### src/rtl/pll_clkgen_mc_if.sv
// Divider configuration handshake for pll_clkgen_mc: the controller drives
// valid/ch/div and the clock generator returns ready.
interface pll_clkgen_mc_if #(
   parameter int CH_W  = 2,
   parameter int DIV_W = 8
);
   logic             valid;
   logic             ready;
   logic [CH_W-1:0]  ch;
   logic [DIV_W-1:0] div;

   modport master (output valid, ch, div, input ready);
   modport slave  (input valid, ch, div, output ready);
endinterface

### src/rtl/pll_clkgen_mc.sv
// Multi-channel PLL clock generator model: per-channel integer dividers of CLK_VCO,
// a lock FSM that relocks after every reconfiguration, and FREF bypass.
// Optional FREF loss monitor is enabled by defining PLL_CLKGEN_FREF_MON_EN.
module pll_clkgen_mc #(
   parameter int NUM_CH       = 4,
   parameter int DIV_W        = 8,
   parameter int LOCK_CYCLES  = 64,
   parameter int DEF_DIV      = 2,
   parameter int FREF_TIMEOUT = 1024
) (
   input  logic                clk_vco,
   input  logic                RESETN,
   input  logic                fref,
   input  logic                bypass,
   pll_clkgen_mc_if.slave      cfg,
   output logic [NUM_CH-1:0]   clko,
   output logic                lock
);
   localparam int CH_W  = (NUM_CH > 1) ? $clog2(NUM_CH) : 1;
   localparam int CHV_W = CH_W + 1;
   localparam int LC_W  = $clog2(LOCK_CYCLES + 1);
   localparam logic [CHV_W-1:0] NUM_CH_V  = CHV_W'(NUM_CH);
   localparam logic [LC_W-1:0]  LOCK_LAST = LC_W'(LOCK_CYCLES - 1);
   localparam logic [DIV_W-1:0] DIV_MIN   = DIV_W'(2);
   localparam logic [DIV_W-1:0] DIV_DEF   = DIV_W'(DEF_DIV);

   typedef enum logic [0:0] {
      LOCKING = 1'b0,
      LOCKED  = 1'b1
   } state_t;

   state_t            state_r;
   state_t            state_nxt_s;
   logic [LC_W-1:0]   lock_cnt_r;
   logic [LC_W-1:0]   lock_cnt_nxt_s;
   logic [DIV_W-1:0]  div_r [NUM_CH];
   logic [DIV_W-1:0]  cnt_r [NUM_CH];
   logic [NUM_CH-1:0] clk_r;
   logic              accept_s;
   logic              wr_hit_s;
   logic              timeout_s;
   logic              run_s;
   logic [DIV_W-1:0]  div_eff_s;

   // High-phase length ceil(d/2), computed one bit wider so d = 2^DIV_W-1 cannot overflow.
   function automatic logic [DIV_W-1:0] half_up(input logic [DIV_W-1:0] d);
      logic [DIV_W:0] sum;
      sum = {1'b0, d} + {{DIV_W{1'b0}}, 1'b1};
      return sum[DIV_W:1];
   endfunction

   assign lock      = (state_r == LOCKED);
   assign cfg.ready = (state_r == LOCKED);
   assign accept_s  = cfg.valid & cfg.ready;
   assign wr_hit_s  = accept_s & ({1'b0, cfg.ch} < NUM_CH_V);
   assign div_eff_s = (cfg.div < DIV_MIN) ? DIV_MIN : cfg.div;
   // Counters only advance when staying LOCKED, so every relock restarts all channels in phase.
   assign run_s     = (state_r == LOCKED) && (state_nxt_s == LOCKED);
   assign clko      = bypass ? {NUM_CH{fref}} : clk_r;

`ifdef PLL_CLKGEN_FREF_MON_EN
   localparam int TO_W = $clog2(FREF_TIMEOUT + 1);
   localparam logic [TO_W-1:0] TO_MAX = TO_W'(FREF_TIMEOUT);

   logic [2:0]      fref_sync_r;
   logic [TO_W-1:0] tmo_r;
   logic            fref_edge_s;

   assign fref_edge_s = fref_sync_r[1] & ~fref_sync_r[2];
   assign timeout_s   = (tmo_r >= TO_MAX);

   // FREF synchroniser and saturating time-since-last-edge counter.
   always_ff @(posedge clk_vco) begin
      if (!RESETN) begin
         fref_sync_r <= 3'b000;
         tmo_r       <= {TO_W{1'b0}};
      end else begin
         fref_sync_r <= {fref_sync_r[1:0], fref};
         if (fref_edge_s || ((state_r == LOCKED) && (state_nxt_s == LOCKING))) begin
            tmo_r <= {TO_W{1'b0}};
         end else if (tmo_r != TO_MAX) begin
            tmo_r <= tmo_r + TO_W'(1);
         end else begin
            tmo_r <= tmo_r;
         end
      end
   end
`else
   logic unused_fref_to_s;

   assign timeout_s        = 1'b0;
   assign unused_fref_to_s = (FREF_TIMEOUT > 0);
`endif

   // Lock state register.
   always_ff @(posedge clk_vco) begin
      if (!RESETN) begin
         state_r    <= LOCKING;
         lock_cnt_r <= {LC_W{1'b0}};
      end else begin
         state_r    <= state_nxt_s;
         lock_cnt_r <= lock_cnt_nxt_s;
      end
   end

   // Lock sequencing: count out LOCK_CYCLES, then hold until a config hit or FREF loss.
   always_comb begin
      state_nxt_s    = state_r;
      lock_cnt_nxt_s = lock_cnt_r;
      case (state_r)
         LOCKING: begin
            if (lock_cnt_r == LOCK_LAST) begin
               state_nxt_s    = LOCKED;
               lock_cnt_nxt_s = {LC_W{1'b0}};
            end else begin
               lock_cnt_nxt_s = lock_cnt_r + LC_W'(1);
            end
         end
         LOCKED: begin
            if (wr_hit_s || timeout_s) begin
               state_nxt_s    = LOCKING;
               lock_cnt_nxt_s = {LC_W{1'b0}};
            end else begin
               state_nxt_s    = LOCKED;
            end
         end
         default: begin
            state_nxt_s    = LOCKING;
            lock_cnt_nxt_s = {LC_W{1'b0}};
         end
      endcase
   end

   // Per-channel divider registers, phase counters and registered clock outputs.
   always_ff @(posedge clk_vco) begin
      if (!RESETN) begin
         for (int i = 0; i < NUM_CH; i++) begin
            div_r[i] <= DIV_DEF;
            cnt_r[i] <= {DIV_W{1'b0}};
         end
         clk_r <= {NUM_CH{1'b0}};
      end else begin
         for (int i = 0; i < NUM_CH; i++) begin
            if (wr_hit_s && (cfg.ch == CH_W'(i))) begin
               div_r[i] <= div_eff_s;
            end else begin
               div_r[i] <= div_r[i];
            end
            if (run_s) begin
               cnt_r[i] <= (cnt_r[i] == (div_r[i] - DIV_W'(1))) ? {DIV_W{1'b0}}
                                                                : (cnt_r[i] + DIV_W'(1));
               clk_r[i] <= (cnt_r[i] < half_up(div_r[i]));
            end else begin
               cnt_r[i] <= {DIV_W{1'b0}};
               clk_r[i] <= 1'b0;
            end
         end
      end
   end
endmodule
### src/flat_wrapper.sv
// flat-port wrapper written by rule: the top's interface ports become plain ports
module pll_clkgen_mc_flat 
#(
   parameter int NUM_CH       = 4,
   parameter int DIV_W        = 8,
   parameter int LOCK_CYCLES  = 64,
   parameter int DEF_DIV      = 2,
   parameter int FREF_TIMEOUT = 1024
)
  (clk_vco, RESETN, fref, bypass, clko, lock, cfg_valid, cfg_ch, cfg_div, cfg_ready);
  pll_clkgen_mc_if #(.DIV_W(DIV_W)) cfg_i ();
  input  logic clk_vco;
  input  logic RESETN;
  input  logic fref;
  input  logic bypass;
  output logic [NUM_CH-1:0] clko;
  output logic lock;
  input wire logic [$bits(cfg_i.valid)-1:0] cfg_valid;
  input wire logic [$bits(cfg_i.ch)-1:0] cfg_ch;
  input wire logic [$bits(cfg_i.div)-1:0] cfg_div;
  output wire logic [$bits(cfg_i.ready)-1:0] cfg_ready;
  assign cfg_i.valid = cfg_valid;
  assign cfg_i.ch = cfg_ch;
  assign cfg_i.div = cfg_div;
  assign cfg_ready = cfg_i.ready;
  pll_clkgen_mc #(.NUM_CH(NUM_CH), .DIV_W(DIV_W), .LOCK_CYCLES(LOCK_CYCLES), .DEF_DIV(DEF_DIV), .FREF_TIMEOUT(FREF_TIMEOUT)) u_core (.clk_vco(clk_vco), .RESETN(RESETN), .fref(fref), .bypass(bypass), .cfg(cfg_i), .clko(clko), .lock(lock));
endmodule
### config.mk
export PLATFORM = sky130hd
export DESIGN_NAME = pll_clkgen_mc_flat
export DESIGN_NICKNAME = d
export VERILOG_FILES = /design/src/rtl/pll_clkgen_mc_if.sv /design/src/rtl/pll_clkgen_mc.sv /design/src/flat_wrapper.sv
export SDC_FILE = /design/constraint.sdc
export NUM_CORES = 1
export LEC_CHECK = 0
export BUFFER_PORTS_ARGS = -buffer_cell sky130_fd_sc_hd__clkbuf_2
export CAP_MARGIN = 30
export CORE_UTILIZATION = 51
export DETAILED_ROUTE_END_ITERATION = 8
export PLACE_DENSITY_LB_ADDON = 0.08
export SYNTH_ARGS = -nofsm -noshare
export SYNTH_HDL_FRONTEND = slang
export SYNTH_SLANG_ARGS = --single-unit
### constraint.sdc
create_clock -name clk_vco -period 7.28 [get_ports clk_vco]
set_input_delay 0.728 -clock clk_vco [delete_from_list [all_inputs] [get_ports clk_vco]]
set_output_delay 0.728 -clock clk_vco [all_outputs]
set_load 0.05 [all_outputs]
==> metrics.txt, run 1 <==
Final Hold Viols=0; Worst setup EP type=register; H-tree levels=3; FILL cells=roughly 880; Worst path max stage delay=0.56 ns; die width=104 um; RR Endpoint=u_core.cnt_r[0][22]; pwr dens=173 nW/um2; Area Overhead vs Synth=9.14%; TNS Setup=0 ns; CTS root buffer=clkbuf_8; WP data arrival=2.65 ns; initial antenna violation count=0; Commonest cells post-synth=edfxtp_1, xor2_1, ha_1, nand3_1, xnor2_1; Reg2Reg Launch Point=u_core.div_r[0][16]; number of port buffers=20; router iterations before antenna repair=4; vias in the first global route=3,580; # diodes=0; Num Clock Sinks=76; Max Cap Viol=0; Post-DP HPWL=7980 um; initial drt markers=approximately 230; hold bufs inserted after CTS=0; CP startpoint=u_core.div_r[0][16]; clock buffer depth=2; average size of a mapped cell=10.1 um2; routed via count=3,971; clk slew on worst S/H paths=0.09 ns; library cells used by synthesis=60; Nets=630; GRT Util Overall=0.204; YS warnings=0; Synth Cell Area=between 5000 and 6000 um2; Peak supply drop=between 0.1 and 0.15 mV; routed length per instance=between 10 and 15 um; worst hold-check path type=register to register; critical path required time=roughly 7.4 ns; Slowest-stage cell, CP=a2111oi_4; Die Y=104 um; initial cell density of the core=0.536; Resized Gates After CTS=0; Num CTS Buffers=9; Vias/cell=5.58; # IOs=21; skew final=roughly 0.013 ns; global route overflow=0; post-route minimum period=2.57 ns; Worst setup SP type=register; fraction of layout cells with a size suffix above 1=0.0881; most frequent cell after synthesis=edfxtp_1; Hold Crit Depth=1; largest area contributor in the netlist=edfxtp_1; Crit Path Category=register to register; pin count of the biggest net entering global routing=37; synthesized instance count=529; final setup fails=0; core area=9950 um2; achievable frequency=~400 MHz; Cell Chain, Critical Path=inv_1 -> ha_1 -> xnor2_1 -> or4_4 -> a2111oi_4 -> nor3_1; period utilization=0.353; Leak=2.18 nW; RSZ-0062 raised after global routing=no; Core Rows=36; Pins Over Slew Limit=0; Post-CTS Setup Inserts=0; sequential share of the synthesized area=0.405; worst-margin pin slew=0.949 ns; EDFF count, synth=64; final instance count without filler cells=712; post-synthesis async set-or-reset flop share=0; most used flip-flop cell after synthesis=edfxtp_1; Max FO, Critical Path=8; Synth top area share=0.360; worst skew pair latency=0.36 ns; crit-path leading delay family=simple AND/OR/NAND/NOR gates; first-pass GRT wire length=17,500 um; status=finished, final reports clean; DRC violations left=0; post-synthesis register bit count=76; Antenna Nets Post-Route=0; cells on worst reg2reg path=6; DIE AREA=10,900 um2; Setup crit end=u_core.cnt_r[0][22]; # placed instances=about 700; GP Congestion=0.831; slew margin rel.=0.366; setup slack, reg-to-reg=4.71 ns; CTS tree=built; Levels on crit path=6; top cells by area, synth=edfxtp_1, ha_1, xor2_1, xnor2_1, dfxtp_1; Crit path buffers/inverters=1; WL final=10,500 um
cells by family after synthesis:
group | count (synthesis) | synth area share
and+or+nand+nor | 202 | 0.211
AOI/OAI and AO/OA | 85 | 0.115
xor gates and xnor gates | 85 | 0.139
DFF | 76 | 0.405
adders and majority gates | 42 | 0.0980
buffers and inverters | 38 | 0.0302
other | 1 | 0.000703
worst min-delay path by stage:
| stage | slack (ns) | endpoint | start |
|---|---|---|---|
| floorplan | 0.43 | u_core.lock_cnt_r[5] | u_core.lock_cnt_r[5] |
| global placement | 0.46 | u_core.lock_cnt_r[5] | u_core.lock_cnt_r[5] |
| detailed placement | 0.48 | u_core.lock_cnt_r[5] | u_core.lock_cnt_r[5] |
| CTS | 0.50 | u_core.lock_cnt_r[5] | u_core.lock_cnt_r[5] |
| global route | 0.52 | u_core.lock_cnt_r[5] | u_core.lock_cnt_r[5] |
| finish | 0.51 | u_core.lock_cnt_r[5] | u_core.lock_cnt_r[5] |
state kept, by name, summed over array words and instances (netlist names):
signal	flops
u_core.cnt_r	32
u_core.lock_cnt_r	7
u_core.cfg.ready	1
u_core.div_r	32
u_core.clk_r	4
area by class of cell:
class	instances	area, um2	share of cell area
clock buffer	11	141	0.0243
sequential	76	2160	0.371
timing repair buffer	23	120	0.0206
clock inverter	5	37.5	0.00644
tap	133	166	0.0286
inverter	18	67.6	0.0116
multi-input combinational	446	3130	0.537
stage by stage:
step | setup slack [ns] | power (W) | utilization | area [um2] | hold slack (ns)
finish | 4.71 | 0.00101 | 0.585 | 5830 | 0.508
CTS | 4.69 | 0.00101 | 0.585 | 5830 | 0.496
detailed placement | 4.70 | 0.000718 | 0.567 | 5650 | 0.480
global placement | 4.75 | 0.000712 | 0.566 | 5630 | 0.462
floorplan | 4.73 | 0.000674 | - | 5450 | 0.433
global route | 4.58 | 0.00106 | 0.585 | 5830 | 0.518
power breakdown:
group | internal (W) | leakage [nW] | switching [W]
clock network | 0.000134 | 0.0855 | 0.000162
logic | 0.0000797 | 1.39 | 0.0000912
registers | 0.000497 | 0.710 | 0.0000430
total | 0.000710 | 2.18 | 0.000296
worst register-to-register path, stage by stage, from the launching register on:
cell and delay (ns):
edfxtp_1 0.52, inv_1 0.10, ha_1 0.33, xnor2_1 0.13
or4_4 0.54, a2111oi_4 0.56, nor3_1 0.11
per-layer routing:
| layer | track usage | up-vias | wire [um] |
|---|---|---|---|
| met3 | 0.0313 | 12 | 389 |
| met2 | 0.307 | 82 | 4620 |
| met5 | 0 | - | 0 |
| met1 | 0.293 | 1884 | 5370 |
| met4 | 0.0806 | 0 | 145 |
| li1 | - | 1993 | - |
layout by cell type (no fill, tap or decap), types with 12 or more instances in the layout:
cell type,count
conb_1,32
inv_1,18
a31oi_1,12
nor3_1,22
nand2_1,29
xor2_1,47
and2_1,22
and3_1,13
nor2b_1,13
clkbuf_2,20
dfxtp_1,12
xnor2_1,38
nor2_1,21
o21ai_0,18
nand3_1,38
edfxtp_1,64
ha_1,41
(Power assumes the default switching activity.)
==> run 2, diff against run 1 <==
clock period = 2.3 ns   (was 7.28 ns; I/O delays follow)
==> metrics.txt, run 2 (synthesis results as in run 1) <==
Reg2Reg Launch Point=u_core.div_r[0][16]; top flop regs=u_core.cnt_r: 32 flops, u_core.div_r: 32 flops, u_core.lock_cnt_r: 7 flops; Area Overhead vs Synth=12.8%; period utilization=0.942; post-route minimum period=2.17 ns; pin count of the biggest net entering global routing=27; worst hold-check path type=input port to register; # placed instances=713; Pins Over Slew Limit=0; critical path required time=2.40 ns; WL final=11,000 um; routed length per instance=15.0 um; GRT Util Overall=0.213; number of port buffers=20; commonest non-fill, non-tap cell in the layout=edfxtp_1; CTS root buffer=clkbuf_8; Max Cap Viol=0; vias in the first global route=3,768; worst-margin pin slew=0.704 ns; cells on worst reg2reg path=7; RSZ-0062 raised after global routing=no; Worst setup EP type=register; Num CTS Buffers=9; clock buffer depth=2; Num Clock Sinks=76; total power=0.00336 W; Hold Crit Depth=2; DRC violations left=0; worst skew pair latency=0.35 ns; DIE AREA=10,900 um2; status=finished, final reports clean; Core Rows=36; hold bufs inserted after CTS=0; Worst setup SP type=register; Peak supply drop=approximately 0.33 mV; router iterations before antenna repair=4; worst-case hold path end point=u_core.div_r[0][21]; RR Endpoint=u_core.cnt_r[0][19]; min-delay src=cfg_div[5]; initial drt markers=153; achievable frequency=462 MHz; Nets=650; # diodes=0; Max FO, Critical Path=8; die width=104 um; skew final=about 0.0081 ns; Die Y=approximately 100 um; initial antenna violation count=0; GP Congestion=0.792; final setup fails=0; Crit Path Category=register to register; Setup WS pre-CTS=0.0236 ns; worst hold margin=0.234 ns; most frequent cells in the layout=edfxtp_1, xor2_1, ha_1; Leak=2.31 nW; TNS Setup=0 ns; Vias/cell=5.49; Post-DP HPWL=8250 um; Antenna Nets Post-Route=0; final instance count without filler cells=732; first-pass GRT wire length=18,200 um; final setup margin=~0.13 ns; initial cell density of the core=0.536; # IOs=21; clk slew on worst S/H paths=0.09 ns; setup slack, reg-to-reg=0.13 ns; pwr dens=between 500 and 600 nW/um2; fraction of layout cells with a size suffix above 1=0.125; WP data arrival=2.26 ns; slew margin rel.=0.525; CTS tree=built; H-tree levels=3; Final Hold Viols=0; core area=between 9000 and 10,000 um2; global route overflow=0; routed via count=4,021
==> run 2: report_power, final <==
part / internal [W] / switching (W)
Sequential: 0.00157 / 0.000120
Combinational: 0.000272 / 0.000312
Clock: 0.000554 / 0.000528
Total: 0.00240 / 0.000960
==> run 2: cell type report <==
cell class / instances / area [um2]
clock buffer: 12 / 188
clock inverter: 4 / 26.3
fill: 852 / 3930
inverter: 18 / 67.6
multi-input combinational: 446 / 3140
sequential: 76 / 2160
tap: 133 / 166
timing repair buffer: 43 / 270
==> run 2: stage by stage <==
stage	instance area, um2	utilization
2_1_floorplan	5450	-
3_3_place_gp	5770	0.580
3_5_place_dp	5770	0.580
4_1_cts	5990	0.602
5_1_grt	6020	0.605
6_report	6020	0.605
==> run 2: metal layers <==
layer | track usage | wire length [um]
met4 | 0.0704 | 68
met2 | 0.332 | 5150
met1 | 0.294 | 5440
met3 | 0.0432 | 353
met5 | 0 | 0
==> run 2: worst max-delay path by stage <==
stage | slack, ns | to | startpoint | cells past startpoint
CTS | 0.009 | u_core.cnt_r[0][19] | u_core.div_r[0][16] | 6
finish | 0.13 | u_core.cnt_r[0][19] | u_core.div_r[0][16] | 7
global placement | 0.09 | u_core.cnt_r[0][19] | u_core.div_r[0][16] | 6
global route | 0.0001 | u_core.clk_r[2] | u_core.div_r[0][16] | 10
floorplan | 0.04 | u_core.cnt_r[0][18] | u_core.div_r[0][16] | 6
detailed placement | 0.02 | u_core.cnt_r[0][19] | u_core.div_r[0][16] | 6
==> run 2: what timing repair did <==
action | in CTS | in global routing
resized for setup | 0 | 5
setup endpoints to repair | 0 | 17
buffers inserted | 0 | 3
==> run 2: critical path: stages (launching register included) <==
cell and delay [ns]:
edfxtp_1 0.39, inv_1 0.11, ha_1 0.27, xnor2_1 0.14, or4_4 0.54, a2111oi_4 0.19
buf_4 0.20, nor3_1 0.06
==> run 3, diff against run 2 <==
BUFFER_PORTS_ARGS = unset   (was -buffer_cell sky130_fd_sc_hd__clkbuf_2)
DONT_BUFFER_PORTS = 1   (was unset)
==> metrics.txt, run 3 (synthesis results as in run 1) <==
FILL cells=880; initial antenna violation count=0; Core Rows=36; routed via count=just under 4,000; die width=about 100 um; RR Endpoint=u_core.cnt_r[0][19]; switching pwr=0.000912 W; RSZ-0062 raised after global routing=no; DIE AREA=roughly 11,000 um2; Placed Area=5710 um2; first-pass GRT wire length=about 17,000 um; Final Util=0.596; global route overflow=0; number of port buffers=0; WL final=10,300 um; worst hold-check path type=input port to register; Post-DP HPWL=7910 um; commonest non-fill, non-tap cell in the layout=edfxtp_1; Peak supply drop=roughly 0.36 mV; pwr dens=548 nW/um2; Internal=0.00233 W; worst skew pair latency=0.36 ns; H-tree levels=3; routed length per instance=14.5 um; Pins Over Slew Limit=0; Max FO, Critical Path=8; Num CTS Buffers=9; # IOs=21; Worst setup SP type=register; setup slack, reg-to-reg=0.13 ns; fraction of layout cells with a size suffix above 1=0.0945; Hold Crit Depth=1; Max Cap Viol=0; Final Hold Viols=0; initial cell density of the core=0.536; core area=9950 um2; clock buffer depth=2; router iterations before antenna repair=4; Crit Path Category=register to register; achievable frequency=461 MHz; final setup fails=0; WP data arrival=2.28 ns; pin count of the biggest net entering global routing=35; total power=~0.0032 W; Leak=about 2.2 nW; Area Overhead vs Synth=11.1%; fin area=just under 6000 um2; critical path required time=roughly 2.4 ns; Worst setup EP type=register; initial drt markers=132; cells on worst reg2reg path=7; CTS tree=built; slew margin rel.=0.571; Reg2Reg Launch Point=u_core.div_r[0][16]; Nets=633; period utilization=0.943; skew final=0.0177 ns; # diodes=0; CTS root buffer=clkbuf_8; Antenna Nets Post-Route=0; Vias/cell=5.50; Num Clock Sinks=76; worst-margin pin slew=approximately 0.64 ns; Logic pwr share=0.169; GRT Util Overall=0.201; vias in the first global route=3,779; Die Y=~100 um; Setup crit end=u_core.cnt_r[0][19]; most frequent cells in the layout=edfxtp_1, xor2_1, ha_1; CP startpoint=u_core.div_r[0][16]; clock share of power=0.310; clk slew on worst S/H paths=~0.08 ns; sw frac=0.281; top flop regs=u_core.cnt_r: 32 flops, u_core.div_r: 32 flops, u_core.lock_cnt_r: 7 flops; DRC violations left=0; GP Congestion=around 0.87; sequential power share=0.521; post-route minimum period=2.17 ns; status=finished, final reports clean
## run 3: cell count changes in the layout (fill, tap and decap cells not counted), sizes merged
cell | previous run | this run
buf | 23 | 25
bufinv | 0 | 1
clkbuf | 32 | 10
clkinvlp | 1 | 3
dlygate4sd3 | 0 | 1
inv | 19 | 18
## run 3: power by group through the flow
| stage | clock network [W] | logic (W) | registers, W |
|---|---|---|---|
| 2_1_floorplan | 0 | 0.000457 | 0.00168 |
| 4_1_cts | 0.00103 | 0.000549 | 0.00169 |
| 5_1_grt | 0.00108 | 0.000620 | 0.00171 |
| 3_5_place_dp | 0 | 0.000541 | 0.00172 |
| 3_3_place_gp | 0 | 0.000525 | 0.00172 |
| 6_report | 0.00101 | 0.000549 | 0.00169 |
## run 3: routing by layer
| metal | GRT usage | routed length [um] | part of all wire |
|---|---|---|---|
| met5 | 0 | 0 | 0 |
| met4 | 0.0704 | 133 | 0.013 |
| met3 | 0.0439 | 376 | 0.036 |
| met2 | 0.320 | 4710 | 0.46 |
| met1 | 0.269 | 5120 | 0.49 |
## run 3: critical path: stages (launching register included)
cell	delay, ns
edfxtp_1	0.41
inv_1	0.10
ha_1	0.26
xnor2_1	0.14
or4_4	0.55
a2111oi_4	0.19
buf_4	0.21
nor3_1	0.06
## run 3: area by class of cell
class	count	area, um2	area share
multi-input cells	446	3140	0.530
flip-flops and latches	76	2160	0.365
repair buffers	26	198	0.0333
well taps	133	166	0.0281
clock buffers	10	128	0.0215
inverters	18	67.6	0.0114
clock inverters	6	65.1	0.0110
## run 3: worst min path at each step
stage | start | end | slack [ns]
after global placement | RESETN | u_core.cfg.ready | 0.35
final | RESETN | u_core.lock_cnt_r[6] | 0.03
after floorplan | cfg_div[1] | u_core.div_r[0][17] | 0.41
after CTS | RESETN | u_core.lock_cnt_r[6] | 0.008
after detailed placement | RESETN | u_core.cfg.ready | 0.35
after global routing | RESETN | u_core.lock_cnt_r[6] | 0.01
## run 3: metrics by stage
step	cells	setup TNS, ns	hold slack [ns]	worst slack [ns]
2_1_floorplan	560	0	0.413	0.0436
3_3_place_gp	697	0	0.353	0.0815
3_5_place_dp	697	-0.0132	0.355	-0.00504
4_1_cts	715	0	0.00780	0.121
5_1_grt	715	0	0.0103	0.00340
6_report	715	0	0.0282	0.132
## run 3: repair_timing
action / in CTS / in global routing
cloned: 0 / 0
setup endpoints to repair: 6 / 8
endpoints found under the hold margin: 3 / 0
hold buffers: 1 / 0
buffers inserted: 1 / 0
pin swaps: 1 / 2
gates resized for setup: 0 / 3
